File: src/rtl/delay_line_var.sv
// delay_line_var: multi-channel, stall-able delay line with runtime tap select.
// CHANNELS lanes of DATA_WIDTH bits travel together through MAX_DELAY stages.
// The tap is chosen by delay_sel, clamped to 1..MAX_DELAY.
// A per-stage valid bit and a saturating fill counter report when the tap
// holds real data.
// Build option: define DELAY_LINE_VAR_CLEAR_DATA_EN to make reset and flush
// also zero the data stages. When it is left undefined, the data stages have
// no reset term, so the line can map onto shift-register primitives.
module delay_line_var #(
    parameter int DATA_WIDTH = 8,
    parameter int CHANNELS   = 4,
    parameter int MAX_DELAY  = 8,
    parameter int SEL_W      = $clog2(MAX_DELAY + 1)
) (
    input  logic                           clk,
    input  logic                           reset,
    input  logic                           enable,
    input  logic                           flush,
    input  logic [SEL_W-1:0]               delay_sel,
    input  logic                           valid_in,
    input  logic [CHANNELS*DATA_WIDTH-1:0] Data_In,
    output logic [CHANNELS*DATA_WIDTH-1:0] Data_Out,
    output logic                           valid_out,
    output logic                           primed
);

    localparam int W     = CHANNELS * DATA_WIDTH;
    localparam int IDX_W = $clog2(MAX_DELAY);

    // All channels share one stage word, so they can never reorder or mix.
    logic [MAX_DELAY-1:0][W-1:0] stage;
    logic [MAX_DELAY-1:0]        vld;
    logic [SEL_W-1:0]            fill_cnt;
    logic [SEL_W-1:0]            eff;
    logic [IDX_W-1:0]            tap;

    // Clamp the requested delay: 0 acts as 1, and anything past the end acts as MAX_DELAY.
    always_comb begin
        eff = delay_sel;
        if (delay_sel == '0)
            eff = SEL_W'(1);
        else if (delay_sel > SEL_W'(MAX_DELAY))
            eff = SEL_W'(MAX_DELAY);
    end

    assign tap = IDX_W'(eff - SEL_W'(1));

    // Valid pipeline and fill counter. Flush wins over enable and drops the
    // incoming sample.
    always_ff @(posedge clk or negedge reset) begin
        if (!reset) begin
            vld      <= '0;
            fill_cnt <= '0;
        end else if (flush) begin
            vld      <= '0;
            fill_cnt <= '0;
        end else if (enable) begin
            vld <= {vld[MAX_DELAY-2:0], valid_in};
            if (fill_cnt != SEL_W'(MAX_DELAY))
                fill_cnt <= fill_cnt + SEL_W'(1);
        end
    end

`ifdef DELAY_LINE_VAR_CLEAR_DATA_EN
    // Data stages: cleared by reset and flush, so Data_Out reads 0 until real data reaches the tap.
    always_ff @(posedge clk or negedge reset) begin
        if (!reset)
            stage <= '0;
        else if (flush)
            stage <= '0;
        else if (enable)
            stage <= {stage[MAX_DELAY-2:0], Data_In};
    end
`else
    // Data stages: plain enabled shift with no clear, so stale data stays visible after a flush.
    always_ff @(posedge clk) begin
        if (enable && !flush)
            stage <= {stage[MAX_DELAY-2:0], Data_In};
    end
`endif

    // Data_Out is forced to 0 while reset is held. Un-reset stages then never
    // leak onto the output during reset.
    assign Data_Out  = reset ? stage[tap] : '0;
    assign valid_out = vld[tap];
    assign primed    = (fill_cnt >= eff);

endmodule

File: config.mk
export PLATFORM = sky130hd
export DESIGN_NAME = delay_line_var
export DESIGN_NICKNAME = d
export VERILOG_FILES = /design/src/rtl/delay_line_var.sv
export SDC_FILE = /design/constraint.sdc
export NUM_CORES = 1
export LEC_CHECK = 0
export CAP_MARGIN = 30
export CORE_ASPECT_RATIO = 1.25
export CORE_MARGIN = 2
export CORE_UTILIZATION = 54
export CTS_BUF_LIST = sky130_fd_sc_hd__clkbuf_4 sky130_fd_sc_hd__clkbuf_8
export CTS_CLUSTER_DIAMETER = 100
export DETAILED_ROUTE_END_ITERATION = 8
export PLACE_DENSITY_LB_ADDON = 0.15
export SETUP_SLACK_MARGIN = 0.15
export SLEW_MARGIN = 20
export SYNTH_ARGS = -nofsm -noshare
export SYNTH_HDL_FRONTEND = slang
export SYNTH_SLANG_ARGS = --single-unit
File: constraint.sdc
create_clock -name clk -period 4.7 [get_ports clk]
set_clock_uncertainty 0.15 [all_clocks]
set_input_delay 0.94 -clock clk [delete_from_list [all_inputs] [get_ports clk]]
set_output_delay 0.94 -clock clk [all_outputs]
set_load 0.01 [all_outputs]
==> out/summary.txt, run 1 <==
Worst Hold Launch = stage[21]
Worst path bufs/invs = 4
Power Internal = 3.89 mW
# port buffers = 74
Total GRT Usage = 0.180
Synth-to-Final Area Change = 17.9%
Max Freq = 223 MHz
DRC violation count after routing = 0
Most frequent cell after synthesis = edfxtp_1
Clock power share = 0.359
RSZ-0062 raised after global routing = true
Minimum clock period = 4480 ps
CTS Buf Count = 41
Design area = 12400 sq um
Critical Path End Type = output port
Post-Syn Area per Cell = 18.8 sq um
Largest net degree at the start of global routing = 95
DR WL/cell = 19.6 microns
Tcrit/Tclk final = 0.953
Flop2flop setup slack = 3030 ps
Final nets = 713
Initial cell density of the core = 0.554
Mapped cell area = 10500 sq um
Crit Path Class = in2out
Total power = 5.00 mW
Routed vias/inst = 5.79
Post-route ant nets = 0
Req. time, crit path = 3610 ps
Initial antenna violation count = 0
Rel. slew slack = 0.492
Die X = 129 microns
Synth Flop Type = edfxtp_1
Net switching fraction of the power = 0.221
Max incr delay on CP = 470 ps
Max VDD drop = 234 uV
Final wirelength = 18100 microns
Comb pwr share = 0.089
CTS tree = yes
Net switching power = 1.11 mW
Sequential area share after synthesis = 0.763
DRT Pass-1 Iters = 4
Worst R2R End = fill_cnt[1]
Post-synth top area share = 0.734
Gate count of the mapped netlist = 557
Reg2reg start = fill_cnt[0]
Chip height = 160 microns
Grt ovf = 0
Delay-heaviest family, CP = buffers and inverters
Fill count = 1316
Worst Hold Endpoint = stage[53]
Fin. max-slew vios = 0
Maxcap violations = 0
Clk sink count = 268
Power density cells = 405 nW/um^2
Htree depth = 2
Top post-synthesis cells by count = 256 x edfxtp_1, 138 x mux2i_1, 32 x o221ai_1, 32 x o22a_1
Post-synth EDFFs = 256
Final hold viol count = 0
Hold slack final = 281 ps
CP Cell Sequence = clkdlybuf4s50_1 > o21bai_1 > and2_4 > buf_4 > buf_16 > ha_1 > nand2b_1 > a21oi_1 > nor2b_1 > o21ai_0 > nand2b_1 > clkdlybuf4s50_1
First-pass GRT wire length = 29100 microns
Cell accounting for the most synthesized area = edfxtp_1
# IOs = 75
CP arrival = 3390 ps
Worst hold path depth = 0
Flop pwr share = 0.552
Worst Reg-to-Reg Cells = 6
Crit path max fanout = 39
Share of layout cells above drive strength 1 = 0.130
Vias in the first global route = 5468
Crit. Startpoint = delay_sel[2]
Worst skew pair latency = 520 ps
Status = complete, no violations
DR iter-0 viols = 409
Clk slew on worst S/H paths = 60 ps
Via Count = 5340
Final RePlAce weighted congestion = 0.759
Critical Path Source Type = input pin
Clock Path Buffers = 3
Clock root cell = clkbuf_8
Worst-Margin Slew = 761 ps
CP max-delay cell = clkdlybuf4s50_1
DP HPWL = 10500 microns
Leakage Power = 4.40 nW
Total die area = 20500 sq um
Setup Viol. Count Final = 0
Syn Nets = 605
Fraction of registers with async set/reset = 0.0448
Worst Hold Class = reg2reg
Synthesis warning total = 0
Leading post-synthesis cells by cell area = edfxtp_1 73%, mux2i_1 13%, dfrtp_1 2.9%, o221ai_1 2.7%, o22a_1 2.7%
Number of synthesized register bits = 268
Placed Area = 11600 sq um
Antenna diode count = 0
Unique masters post-synth = 35
Std-Cell Rows = 56
Core Region = 18900 sq um
final cells by class:
type / instances / area (sq um) / share of cell area
Inverter: 4 / 15.0 / 0.00122
Sequential cell: 268 / 7990 / 0.647
Clock inverter: 9 / 36.3 / 0.00294
Multi-Input combinational cell: 255 / 2320 / 0.188
Tap cell: 232 / 290 / 0.0235
Clock buffer: 60 / 713 / 0.0577
Timing Repair Buffer: 95 / 992 / 0.0803
registers in the layout, indices dropped and copies added (netlist names):
| signal | flops |
|---|---|
| fill_cnt | 4 |
| stage | 256 |
| vld | 8 |
repair_timing:
item,in CTS,in global routing
cloned,0,0
pin swaps,0,1
endpoints found under the setup margin,32,12
hold buffers,0,0
setup buffers,0,0
gates resized for setup,32,3
metrics by stage:
| stage | util | instances | setup TNS (ps) | setup WS [ps] |
|---|---|---|---|---|
| after CTS | 0.652 | 923 | 0 | 181 |
| final | 0.653 | 923 | 0 | 221 |
| after floorplan | - | 557 | -205760 | -804 |
| after global routing | 0.653 | 923 | 0 | 77.2 |
| after global placement | 0.615 | 854 | 0 | 10.7 |
| after detailed placement | 0.615 | 854 | -115 | -56.9 |
placed cells by master, fill, tap and decap left out, types with 2 or more instances in the layout:
master and count:
a21oi_1 2, o21ai_0 2, mux2i_1 138, buf_12 9
nand2b_1 2, dfrtp_1 12, dlygate4sd2_1 31, nand3b_1 2
o22a_1 32, buf_4 11, nor2b_1 2, clkinv_1 7
inv_1 3, ha_1 7, o221ai_1 31, clkbuf_4 18
clkdlybuf4s50_1 42, nand4_1 2, clkinv_2 2, nand2_1 8
nor2_1 12, clkbuf_8 42, edfxtp_1 256
cells by family (layout without fill, tap and decap cells):
| kind of cell | Yosys count | after routing | synth area share |
|---|---|---|---|
| buffers and inverters | 34 | 168 | 0.0182 |
| flip-flops | 268 | 268 | 0.763 |
| multiplexers | 138 | 138 | 0.132 |
| XOR/XNOR | 3 | 3 | 0.00323 |
| adder cells (fa/ha/maj) | 7 | 7 | 0.00836 |
| AO/OA/AOI/OAI | 71 | 71 | 0.0576 |
| AND/OR/NAND/NOR | 36 | 36 | 0.0182 |
power by group through the flow:
stage / Clock [mW] / Combinational (mW) / Sequential, mW
4_1_cts: 1.85 / 0.448 / 2.76
3_3_place_gp: 0 / 0.467 / 2.80
5_1_grt: 1.96 / 0.483 / 2.77
3_5_place_dp: 0 / 0.476 / 2.81
6_report: 1.79 / 0.444 / 2.76
2_1_floorplan: 0 / 0.265 / 2.80
routing by layer:
metal | global-route usage | vias to the layer above | part of all wire
met5 | 0 | - | 0
met4 | 0.0637 | 0 | 0.028
met3 | 0.0402 | 44 | 0.047
met2 | 0.275 | 140 | 0.47
met1 | 0.257 | 2672 | 0.46
li1 | - | 2484 | -
how the worst max path moves through the flow:
stage | end | slack, ps | cells past startpoint
final | primed | 220 | 12
after global routing | primed | 80 | 12
after CTS | primed | 180 | 12
after detailed placement | Data_Out[29] | -60 | 10
after global placement | Data_Out[12] | 10 | 10
after floorplan | stage[0] | -800 | 2
(Power assumes the default switching activity.)
==> inputs of run 2 (changes only) <==
--- a/config.mk
+++ b/config.mk
@@ -13,6 +13,7 @@
 export CTS_CLUSTER_DIAMETER = 100
 export DETAILED_ROUTE_END_ITERATION = 8
 export PLACE_DENSITY_LB_ADDON = 0.15
+export RECOVER_POWER = 100
 export SETUP_SLACK_MARGIN = 0.15
 export SLEW_MARGIN = 20
 export SYNTH_ARGS = -nofsm -noshare
==> run 2 against run 1 <==
  * The run now ends with max-capacitance violations, max-slew violations left
  * Highest routed layer unchanged
  * Largest cell class unchanged
  * Sequential power hardly changed
  * Combinational power shrank 2%
  * Design area fell by 0.37%
  * Critical path type unchanged
  * Utilization fell by 0.24 points
  * Setup slack worse by 39 ps
  * Non-clock buffer count stayed put
==> out/summary.txt, run 2 (synthesized netlist as in run 1, its figures left out) <==
Status = finished with violations
Violated checks = max-capacitance violations, max-slew violations
Clock Path Buffers = 3
Initial antenna violation count = 0
Largest regs = stage (256), vld (8), fill_cnt (4)
Most common cell after layout, fill and taps aside = edfxtp_1
Fin. max-slew vios = 14
Placed Instances = 854
Maxcap violations = 1
Clock root cell = clkbuf_8
DRC violation count after routing = 0
Critical Path End Type = output port
Setup Viol. Count Final = 0
# IOs = 75
DR WL/cell = 19.7 microns
Pre-CTS WS = -56.9 ps
CP max-delay cell = clkdlybuf4s50_1
Rel. slew slack = -0.490
Total die area = 20500 sq um
Hold Buf Count CTS = 0
Critical Path Source Type = input pin
Max VDD drop = 233 uV
Max Freq = 221 MHz
Initial cell density of the core = 0.554
Core Region = 18900 sq um
Largest register FFs = 256
Crit Path Class = in2out
Final nets = 713
Max incr delay on CP = 460 ps
Total power = 4.99 mW
Chip height = 160 microns
Top reg by flops = stage
CP arrival = 3430 ps
Crit path max fanout = 32
# port buffers = 74
CP Cell Sequence = clkdlybuf4s50_1 > o21bai_1 > and2_4 > inv_2 > ha_1 > xor2_1 > clkbuf_1 > nand3_2 > buf_6 > o22a_1 > o221ai_1 > dlygate4sd2_1
Antenna diode count = 0
DRT Pass-1 Iters = 5
Vias in the first global route = 5468
Post-route ant nets = 0
Setup ws final = 182 ps
DP HPWL = 10500 microns
Final RePlAce weighted congestion = 0.759
Final wirelength = 18200 microns
CTS Buf Count = 41
CTS tree = yes
Share of layout cells above drive strength 1 = 0.123
Die X = 129 microns
Tcrit/Tclk final = 0.961
Power density cells = 405 nW/um^2
Total GRT Usage = 0.180
Fill count = 1331
DR iter-0 viols = 467
Final Instance Count excl. Fillers = 923
Final hold viol count = 0
Routed vias/inst = 5.79
Req. time, crit path = 3610 ps
Worst-Margin Slew = 2230 ps
Worst path bufs/invs = 5
Htree depth = 2
Footprint of the multi-input gates = 2300 sq um
Leakage Power = 4.39 nW
Reg area = 7990 sq um
Via Count = 5346
Std-Cell Rows = 56
Grt ovf = 0
Worst Hold Class = reg2reg
Hold slack final = 282 ps
Clk slew on worst S/H paths = 60 ps
Clk sink count = 268
Synth-to-Final Area Change = 17.5%
Worst skew pair latency = 520 ps
Minimum clock period = 4520 ps
Largest net degree at the start of global routing = 95
First-pass GRT wire length = 29100 microns
Delay-heaviest family, CP = buffers and inverters
RSZ-0062 raised after global routing = true
Most frequent cells in the layout = 256 x edfxtp_1, 138 x mux2i_1, 42 x clkbuf_8
-- run 2: per-layer routing --
metal	vias to the layer above	GRT usage	wire length, microns
met5	-	0	0
met4	0	0.0637	506
met3	45	0.0402	814
met2	138	0.275	8460
met1	2678	0.257	8390
li1	2485	-	-
-- run 2: cell type report --
type	count	area share
Inverter	4	0.00122
Clock inverter	9	0.00295
Timing Repair Buffer	95	0.0781
Tap cell	232	0.0236
Multi-Input combinational cell	255	0.187
Sequential cell	268	0.649
Clock buffer	60	0.0580
-- run 2: what timing repair did --
item                       in CTS  in global routing
pin swaps                       0                  1
setup buffers                   0                  0
gates resized for setup        32                  3
setup endpoints to repair      32                 12
-- run 2: per-stage QoR --
stage          cell area (sq um)  setup TNS, ps   util
6_report                   12300              0  0.650
5_1_grt                    12300              0  0.650
4_1_cts                    12300              0  0.652
3_5_place_dp               11600           -115  0.615
3_3_place_gp               11600              0  0.615
2_1_floorplan              10500        -205760      -
-- run 2: final timing paths --
kind,start,end,slack (ps),depth (start not counted)
setup reg to reg,fill_cnt[0],fill_cnt[1],3030,6
hold / removal,stage[21],stage[53],280,0
max in group asynchronous,reset,vld[1],2950,2
hold reg to reg,stage[21],stage[53],280,0
setup / recovery,delay_sel[2],Data_Out[31],180,12
min in group asynchronous,reset,vld[4],1010,2
-- run 2: worst register-to-register path, delay by kind of cell, from the launching register on --
| kind | cells | cell delay [ps] |
|---|---|---|
| flops | 1 | 400 |
| compound gates | 1 | 330 |
| mux | 1 | 230 |
| fa+ha+maj | 1 | 170 |
| buf+inv | 1 | 130 |
| simple gates | 2 | 120 |
-- run 2: report_power, final --
part           switching, mW  total, mW  internal [mW]  leakage, nW
Sequential            0.0429       2.76           2.72         2.57
Clock                  0.829       1.79          0.964        0.404
Combinational          0.232      0.433          0.201         1.41
Total                   1.10       4.99           3.88         4.39
